`src/rtl/sar_pkg.sv`:
```
// Shared definitions for the successive-approximation search controller:
// default sizing and the FSM state encoding.
package sar_pkg;

    localparam int unsigned SAR_WIDTH   = 6;
    localparam int unsigned SAR_CMP_LAT = 1;

    // Settle counter must hold CMP_LAT values 0..15
    localparam int unsigned SAR_CNT_W   = 4;

    localparam int unsigned STATE_W     = 2;

    typedef logic [STATE_W-1:0] sar_state_t;

    localparam sar_state_t S_IDLE = 2'd0;
    localparam sar_state_t S_WAIT = 2'd1;
    localparam sar_state_t S_DONE = 2'd2;

endpackage : sar_pkg

```
`src/rtl/sar_settle_timer.sv`:
```
// Loadable down-counter that times the comparator settle interval; zero_c
// flags that the currently held trial has settled long enough to sample.
module sar_settle_timer
    import sar_pkg::*;
#(
    parameter int unsigned CNT_W = SAR_CNT_W
) (
    input  logic             clk,
    input  logic             rst,
    input  logic             load,
    input  logic [CNT_W-1:0] load_val,
    output logic             zero_c
);

    logic [CNT_W-1:0] cnt_q;
    logic [CNT_W-1:0] cnt_d;

    // Load wins; otherwise count down and park at zero
    always_comb begin
        cnt_d = cnt_q;
        if (load) begin
            cnt_d = load_val;
        end else if (cnt_q != '0) begin
            cnt_d = cnt_q - CNT_W'(1);
        end
    end

    always_ff @(posedge clk or posedge rst) begin
        if (rst) begin
            cnt_q <= '0;
        end else begin
            cnt_q <= cnt_d;
        end
    end

    assign zero_c = (cnt_q == '0);

endmodule : sar_settle_timer

```
`src/rtl/sar_search_ctrl.sv`:
```
// SAR controller: drives a trial operand into a magnitude comparator and
// resolves the unknown operand MSB-first from the gt/lt/eq flags.
module sar_search_ctrl
    import sar_pkg::*;
#(
    parameter int unsigned WIDTH   = SAR_WIDTH,
    parameter int unsigned CMP_LAT = SAR_CMP_LAT
) (
    input  logic             clk,
    input  logic             rst,
    input  logic             start,
    input  logic             cmp_gt,
    input  logic             cmp_lt,
    input  logic             cmp_eq,
    output logic [WIDTH-1:0] trial,
    output logic             busy,
    output logic             done,
    output logic [WIDTH-1:0] result,
    output logic             exact,
    output logic             err
);

    localparam int unsigned BIT_W = (WIDTH > 1) ? $clog2(WIDTH) : 1;
    localparam logic [WIDTH-1:0] TRIAL_INIT = WIDTH'(1) << (WIDTH - 1);
    localparam logic [BIT_W-1:0] BIT_INIT   = BIT_W'(WIDTH - 1);
    localparam logic [SAR_CNT_W-1:0] LAT_VAL = SAR_CNT_W'(CMP_LAT);

    sar_state_t       state_q, state_d;
    logic [WIDTH-1:0] trial_q, trial_d;
    logic [BIT_W-1:0] bit_q, bit_d;
    logic [WIDTH-1:0] result_q, result_d;
    logic             exact_q, exact_d;
    logic             err_q, err_d;
    logic             done_q, done_d;
    logic             busy_q, busy_d;

    logic             tmr_load;
    logic             settled_c;
    logic             flags_ok_c;
    logic             sample_c;
    logic             last_bit_c;
    logic [WIDTH-1:0] step_trial_c;

    sar_settle_timer #(
        .CNT_W (SAR_CNT_W)
    ) u_settle (
        .clk      (clk),
        .rst      (rst),
        .load     (tmr_load),
        .load_val (LAT_VAL),
        .zero_c   (settled_c)
    );

    assign flags_ok_c = $onehot({cmp_gt, cmp_lt, cmp_eq});
    assign sample_c   = (state_q == S_WAIT) && settled_c;
    assign last_bit_c = (bit_q == '0);

    // Trial after a gt/lt decision: drop the current bit on gt, then probe the next one
    always_comb begin
        step_trial_c = trial_q;
        if (cmp_gt) begin
            step_trial_c = step_trial_c & ~(WIDTH'(1) << bit_q);
        end
        if (!last_bit_c) begin
            step_trial_c = step_trial_c | (WIDTH'(1) << (bit_q - BIT_W'(1)));
        end
    end

    always_ff @(posedge clk or posedge rst) begin
        if (rst) begin
            state_q <= S_IDLE;
        end else begin
            state_q <= state_d;
        end
    end

    always_comb begin
        state_d = state_q;
        case (state_q)
            S_IDLE: begin
                if (start) begin
                    state_d = S_WAIT;
                end
            end
            S_WAIT: begin
                if (sample_c && (!flags_ok_c || cmp_eq || last_bit_c)) begin
                    state_d = S_DONE;
                end
            end
            S_DONE: begin
                state_d = start ? S_WAIT : S_IDLE;
            end
            default: begin
                state_d = S_IDLE;
            end
        endcase
    end

    always_comb begin
        trial_d  = trial_q;
        bit_d    = bit_q;
        result_d = result_q;
        exact_d  = exact_q;
        err_d    = err_q;
        tmr_load = 1'b0;
        done_d   = (state_d == S_DONE);
        busy_d   = (state_d == S_WAIT);
        case (state_q)
            S_IDLE, S_DONE: begin
                if (start) begin
                    trial_d  = TRIAL_INIT;
                    bit_d    = BIT_INIT;
                    tmr_load = 1'b1;
                    result_d = '0;
                    exact_d  = 1'b0;
                    err_d    = 1'b0;
                end
            end
            S_WAIT: begin
                if (sample_c) begin
                    if (!flags_ok_c) begin
                        err_d    = 1'b1;
                        result_d = '0;
                        exact_d  = 1'b0;
                    end else if (cmp_eq) begin
                        result_d = trial_q;
                        exact_d  = 1'b1;
                    end else begin
                        trial_d = step_trial_c;
                        if (last_bit_c) begin
                            result_d = step_trial_c;
                            exact_d  = 1'b0;
                        end else begin
                            bit_d    = bit_q - BIT_W'(1);
                            tmr_load = 1'b1;
                        end
                    end
                end
            end
            default: begin
                done_d = 1'b0;
                busy_d = 1'b0;
            end
        endcase
    end

    always_ff @(posedge clk or posedge rst) begin
        if (rst) begin
            trial_q  <= '0;
            bit_q    <= '0;
            result_q <= '0;
            exact_q  <= 1'b0;
            err_q    <= 1'b0;
            done_q   <= 1'b0;
            busy_q   <= 1'b0;
        end else begin
            trial_q  <= trial_d;
            bit_q    <= bit_d;
            result_q <= result_d;
            exact_q  <= exact_d;
            err_q    <= err_d;
            done_q   <= done_d;
            busy_q   <= busy_d;
        end
    end

    assign trial  = trial_q;
    assign busy   = busy_q;
    assign done   = done_q;
    assign result = result_q;
    assign exact  = exact_q;
    assign err    = err_q;

endmodule : sar_search_ctrl

```
`config.mk`:
```
export PLATFORM = sky130hd
export DESIGN_NAME = sar_search_ctrl
export DESIGN_NICKNAME = d
export VERILOG_FILES = /design/src/rtl/sar_pkg.sv /design/src/rtl/sar_settle_timer.sv /design/src/rtl/sar_search_ctrl.sv
export SDC_FILE = /design/constraint.sdc
export NUM_CORES = 1
export LEC_CHECK = 0
export CAP_MARGIN = 20
export CORE_MARGIN = 1.5
export CORE_UTILIZATION = 55
export CTS_BUF_LIST = sky130_fd_sc_hd__clkbuf_4
export CTS_CLUSTER_SIZE = 30
export DETAILED_ROUTE_END_ITERATION = 12
export HOLD_SLACK_MARGIN = 0.15
export PLACE_DENSITY_LB_ADDON = 0.08
export SETUP_SLACK_MARGIN = 0.02
export SLEW_MARGIN = 25
export SYNTH_ARGS = -nofsm -noshare
export SYNTH_HDL_FRONTEND = slang
export SYNTH_SLANG_ARGS = --single-unit
```
`constraint.sdc`:
```
create_clock -name clk -period 2.8 [get_ports clk]
set_clock_uncertainty 0.1 [all_clocks]
set_input_delay 0.56 -clock clk [delete_from_list [all_inputs] [get_ports clk]]
set_output_delay 0.56 -clock clk [all_outputs]
set_load 0.01 [all_outputs]
```
==> metrics.txt, run 1 <==
pin count of the biggest net entering global routing 26; share of synthesized cell area in full adder, half adder and majority cells between 8 and 9%; area of the placeable core 0.00248 mm²; Critical Path Fanout Max 4; share of cell area taken by muxes after synthesis less than 1%; clock insertion delay at the later pin of the skew report around 0.33 ns; area of placed instances between 0.0015 and 0.002 mm²; detailed-routing wirelength on met1 1510 µm; share of the cycle needed by the critical path after routing 94.6%; clock root buffer clkbuf_4; antenna cells 0; Critical R2R Capture trial[3]; Starting Density between 50 and 60%; standby leakage power between 0.7 and 0.8 nW; CTS H-tree lvls 1; path type of the worst setup path in -> reg; Die Y-Extent roughly 54 µm; number of buffers inserted during clock tree synthesis 3; fraction of synthesized cell area in xor and xnor cells between 1 and 1.5%; drc violations 0; total overflow reported by the global router 0; headroom to the max-slew limit about two thirds; Detailed Place HPWL 2200 µm; sequential fraction of the synthesis area 43.6%; startpoint of the worst register-to-register path u_settle.cnt_q[0]; max frequency roughly 380 MHz; clock transition at the register clock pins on the worst setup and hold paths after CTS approximately 0.14 ns; largest voltage drop on the vdd net between 0.5 and 0.6 mV; Final Hold Fails 0; Total Negative Setup Slacks 0 ns; max-cap viol count 0; global-route total usage across every layer approximately a quarter; Final Hold Slack between 0.4 and 0.5 ns; combined area of all synthesized cells about 0.0014 mm²; final setup slack of the worst path ~0.15 ns; proportion of register bits with asynchronous set or reset after synthesis 100%; post-route cell area 0.00174 mm²; total count of max-transition violations in the final report 0; mean instance size in the synthesized netlist 9.77 µm²; WL/cell 15.2 µm; slew at the pin closest to its max-slew limit 0.498 ns; number of setup violations in the final report 0; via count roughly 1200; GPL Wtd Cong 0.806; 1st-pass router iterations 4; die area 0.00293 mm²; number of global-route vias before repair around 1100; setup repair after global routing missed its margin no; P&R area growth vs syn 21.3%; I/O Buffers 21; clock sink total 25; number of nets in the finished design 190; combinational family with the most area after synthesis simple AND/OR/NAND/NOR gates; Initial DRC Count 18; startpoint type of the worst setup path input port; pwr dens just under 700 mW/mm²; source of the worst hold timing path result[5]; global-route wire length before repair between 4000 and 5000 µm; routed wl met3 between 100 and 150 µm; post-placement worst setup slack -0.501 ns; Top Metal Used met4; run status finished, final reports clean; fill cell instance count of the final layout around 200; Met2 Routed Length 1430 µm; worst endpoint data arrival time between 2 and 3 ns; boundary pin count 22; top_reg_cell synth dfrtp_1; Cell variety after synth 39; ANT nets after route 0; number of enable-type register cells in the synthesized netlist 0; hold path cells 1; Hold Path End result[5]; share of post-route cells with drive strength above 1 11.5%; min-delay worst type reg -> reg; synthesis warning total 0; final wirelength 3100 µm; worst reg2reg path depth 7; number of synthesized register bits 25; flop2flop setup slack approximately 0.51 ns; per-cell via count in the routed design roughly 5.8; endpoint class of the critical path register; clock tree from TritonCTS built; Max clock buf depth 2; die span in x approximately 54 µm; area fraction in and, or, nand and nor cells after synthesis ~24%; post-layout min period around 2.6 ns; synthesized netlist cell count 147; initial antenna violation count 0; number of nets produced by synthesis 162; WP data required ~2.9 ns; area fraction in compound gates after synthesis between 15 and 20%; number of standard-cell rows in the floorplan 18
synthesized netlist by cell type (3+ instances only):
cell type | number | share of area (%)
nand3_1 | 6 | 2.1
inv_1 | 9 | 2.4
dfrtp_1 | 25 | 44
clkbuf_1 | 5 | 1.3
and3_1 | 3 | 1.3
a211oi_1 | 6 | 3.1
o21ai_0 | 7 | 2.4
nand2b_1 | 7 | 3.0
ha_1 | 8 | 7.0
nor2_1 | 9 | 2.4
nand2_1 | 10 | 2.6
or3_1 | 3 | 1.3
a21oi_1 | 6 | 2.1
a32o_1 | 5 | 3.5
nor2b_1 | 6 | 2.6
area by class of cell:
type	count	area (µm²)	area share [%]
clock buffers	4	30.0	1.72
inverters	9	33.8	1.94
multi-input cells	105	737	42.3
flip-flops and latches	25	626	35.9
well taps	30	37.5	2.16
repair buffers	31	278	15.9
routing by layer:
| metal | GRT usage, % | up-vias |
|---|---|---|
| met5 | 0 | - |
| met4 | 8.75 | 0 |
| met3 | 2.78 | 4 |
| met2 | 37.8 | 24 |
| met1 | 33.0 | 584 |
| li1 | - | 579 |
placed cells by master (no fill, tap or decap), drive strengths merged, types with 2 or more instances in the layout:
cell	n
nand2b	7
a211oi	6
dfrtp	25
clkbuf	5
a22o	2
a21boi	2
o21ai	7
or3	3
nor3	2
nor2b	6
clkdlybuf4s50	18
nand2	10
and2	2
a32o	5
nand3	6
nor4b	2
nor4bb	2
or3b	2
dlygate4sd2	2
buf	10
a21oi	6
inv	9
ha	8
nor2	9
nand3b	2
and3	3
worst max-delay path: stages:
cell and delay (ns):
dlygate4sd2_1 0.24, inv_2 0.06, fa_1 0.48, or3b_1 0.41
or4b_4 0.54, or3_1 0.35, o221a_2 0.13
logic make-up after synthesis:
family	count (synthesis)
fa+ha+maj	9
buf+inv	17
flops	25
simple gates	60
xor+xnor	2
compound gates	33
mux	1
worst max path at each step:
stage                start       end  slack (ns)  cells after the start
CTS                 cmp_gt  bit_q[2]        0.03                      7
finish              cmp_eq  bit_q[2]        0.15                      7
floorplan           cmp_eq  bit_q[2]        0.04                      7
detailed placement  cmp_gt  bit_q[2]       -0.50                      7
global placement    cmp_gt  bit_q[2]       -0.47                      7
global route        cmp_eq  bit_q[2]         0.1                      7
power breakdown:
| group | internal (W) | switching [W] | leakage (nW) |
|---|---|---|---|
| Clock | 0.0000655 | 0.000114 | 0.0184 |
| Combinational | 0.000234 | 0.000270 | 0.447 |
| Sequential | 0.000442 | 0.0000524 | 0.320 |
| Total | 0.000741 | 0.000436 | 0.786 |
through the flow:
| stage | instances | total power (W) | utilization [%] |
|---|---|---|---|
| 6_report | 204 | 0.00118 | 70.3 |
| 3_5_place_dp | 197 | 0.00100 | 68.5 |
| 3_3_place_gp | 197 | 0.000977 | 68.5 |
| 4_1_cts | 204 | 0.00118 | 70.5 |
| 5_1_grt | 204 | 0.00127 | 70.3 |
| 2_1_floorplan | 147 | 0.000829 | - |
sequential cells by signal, summed over array words and instances (netlist names):
signal and cells:
result 6, trial 6, u_settle.cnt_q 4, bit_q 3, state_q 2, busy 1, done 1, err 1
exact 1
repair_timing:
| item | CTS | global route |
|---|---|---|
| gates resized for setup | 4 | 2 |
| pin swaps | 4 | 0 |
| buffers inserted | 3 | 0 |
| setup endpoints to repair | 4 | 6 |
| hold buffers | 0 | 0 |
Power figures use the tool's default switching activity.
==> run 2, diff against run 1 <==
--- a/config.mk
+++ b/config.mk
@@ -6,6 +6,7 @@
 export NUM_CORES = 1
 export LEC_CHECK = 0
 export CAP_MARGIN = 20
+export CORE_ASPECT_RATIO = 0.75
 export CORE_MARGIN = 1.5
 export CORE_UTILIZATION = 55
 export CTS_BUF_LIST = sky130_fd_sc_hd__clkbuf_4
==> run 2 against run 1 <==
Effect of this change:
- register-to-register slack about the same
- setup slack worse by 0.019 ns
- non-clock buffer count down 2
- final cell count up 0.98%
- maximum frequency down 0.69%
==> metrics.txt, run 2 (synthesis results as in run 1) <==
startpoint of the worst register-to-register path u_settle.cnt_q[0]; commonest cells after routing, fill and taps aside 25 x dfrtp_1, 18 x clkdlybuf4s50_1, 10 x nand2_1; Final Hold Fails 0 (unchanged); Critical Path Fanout Max 4 (unchanged); Hold Path End result[3]; Initial DRC Count 79 (+61); Detailed Place HPWL 2330 µm (+6.0%); fill cell instance count of the final layout 185 (-6.6%); CTS H-tree lvls 1 (unchanged); die area 0.00293 mm² (+0.10%); share of post-route cells with drive strength above 1 9.88% (-1.6 points); GPL Wtd Cong 0.850 (+5.5%); slew at the pin closest to its max-slew limit 0.549 ns (+0.0515 ns); source of the worst hold timing path result[3]; pin count of the biggest net entering global routing 26 (unchanged); path type of the worst setup path in -> reg; via count 1202 (+0.92%); Starting Density 60.3% (+2.3 points); number of buffers inserted during clock tree synthesis 3 (unchanged); most common library cell in the layout ignoring fill and taps dfrtp_1; gr busiest metal met2; area of the multi-input gates 737 µm² (unchanged); worst endpoint data arrival time 2.81 ns (+0.03 ns); ANT nets after route 0 (unchanged); max frequency 375 MHz (-0.69%); Die Y-Extent 47.3 µm (-13%); P&R area growth vs syn 20.6%; total count of max-transition violations in the final report 0 (unchanged); die span in x 62.0 µm (+15%); routing usage on met1 35.3% (+2.3 points); share of the cycle needed by the critical path after routing 95.3% (+0.66 points); final wirelength 3200 µm (+3.2%); global-route wire length before repair 5250 µm (+6.0%); number of setup violations in the final report 0 (unchanged); clock sink total 25 (unchanged); WL/cell 15.5 µm (+2.2%); Max clock buf depth 2 (unchanged); clock insertion delay at the later pin of the skew report 0.33 ns (about the same); clock root buffer clkbuf_4; total overflow reported by the global router 0 (unchanged); worst reg2reg path depth 7 (unchanged); hold_buf cts 0 (unchanged); standby leakage power 0.778 nW (-1.0%); setup repair after global routing missed its margin no; headroom to the max-slew limit 63.3% (-3.4 points); met3 layer usage reported by global route 5.51% (+2.7 points); max-cap viol count 0 (unchanged); global-route total usage across every layer 25.0% (+1.3 points); area of the placeable core 0.00238 mm² (-3.8%); clock tree from TritonCTS built; endpoint class of the critical path register; WP data required 2.94 ns (about the same); number of nets in the finished design 188 (-1.1%); boundary pin count 22 (unchanged); Storage cell area 626 µm² (unchanged); 1st-pass router iterations 4 (unchanged); startpoint type of the worst setup path input port; Critical R2R Capture trial[0]; pwr dens 672 mW/mm² (-0.57%); Total Negative Setup Slacks 0 ns (unchanged); largest voltage drop on the vdd net 0.465 mV (-14%); met2 Usage GRT 39.4% (+1.6 points); post-layout min period 2.67 ns (+0.0185 ns); I/O Buffers 21 (unchanged); run status finished, final reports clean; min-delay worst type reg -> reg; drc violations 0 (unchanged); number of standard-cell rows in the floorplan 15 (-3); antenna cells 0 (unchanged); final total power 0.00116 W (-1.1%); initial antenna violation count 0 (unchanged); clock transition at the register clock pins on the worst setup and hold paths after CTS 0.14 ns (about the same); number of global-route vias before repair 1140 (+6.7%); hold path cells 1 (unchanged); flop2flop setup slack 0.51 ns (about the same); per-cell via count in the routed design 5.83 (about the same)
-- run 2: cell types whose count changed in the layout (fill, tap and decap cells not counted) --
cell / previous run / this run
clkinv_2: 0 / 1
dlygate4sd2_1: 2 / 3
buf_4: 10 / 8
clkbuf_2: 1 / 0
clkbuf_4: 4 / 3
-- run 2: worst max path at each step --
| stage | startpoint | endpoint | cells past startpoint |
|---|---|---|---|
| floorplan | cmp_eq | bit_q[2] | 7 |
| global placement | cmp_gt | bit_q[2] | 7 |
| detailed placement | cmp_gt | bit_q[2] | 7 |
| CTS | cmp_gt | bit_q[2] | 7 |
| global route | cmp_gt | bit_q[2] | 7 |
| finish | cmp_gt | bit_q[2] | 7 |
-- run 2: timing repair --
item | in CTS | in global routing
setup endpoints to repair | 2 | 0
hold endpoints to repair | 0 | 0
buffers inserted | 0 | 0
gates resized for setup | 4 | 0
-- run 2: per-layer routing --
layer  routed length [µm]  vias to the layer above
met5                    0                        -
met4                   15                        0
met3                  171                        2
met2                 1470                       38
met1                 1540                      584
li1                     -                      578
-- run 2: metrics by stage --
stage               utilization, %  worst slack, ns  hold WS (ns)  std cells  instance area, µm²
CTS                           72.7            0.142         0.413        206                1730
floorplan                        -           0.0413         0.399        147                1440
global placement              71.7           -0.340         0.376        202                1710
finish                        72.7            0.132         0.410        206                1730
global route                  72.7           0.0618         0.437        206                1730
detailed placement            71.7           -0.383         0.383        202                1710
-- run 2: final cells by class --
cell class	instances	share of cell area, %
multi-input cells	105	42.5
flip-flops and latches	25	36.1
repair buffers	29	15.4
well taps	34	2.45
inverters	9	1.95
clock buffers	3	1.30
clock inverters	1	0.289
-- run 2: power by group --
part / internal (W) / switching [W] / total (W)
clock: 0.0000536 / 0.000110 / 0.000163
sequential: 0.000442 / 0.0000535 / 0.000496
combinational: 0.000232 / 0.000274 / 0.000506
total: 0.000728 / 0.000437 / 0.00116
-- run 2: critical path, cell delays in order --
cell and delay (ns):
dlygate4sd2_1 0.24, inv_1 0.07, fa_1 0.48, or3b_1 0.40
or4b_4 0.55, or3_1 0.37, o221a_2 0.13
==> run 3, diff against run 2 <==
--- a/config.mk
+++ b/config.mk
@@ -10,6 +10,7 @@
 export CORE_MARGIN = 1.5
 export CORE_UTILIZATION = 55
 export CTS_BUF_LIST = sky130_fd_sc_hd__clkbuf_4
+export CTS_CLUSTER_DIAMETER = 80
 export CTS_CLUSTER_SIZE = 30
 export DETAILED_ROUTE_END_ITERATION = 12
 export HOLD_SLACK_MARGIN = 0.15
==> results of run 3 <==
The final DEF is identical to that of run 2; final timing and power are the same.
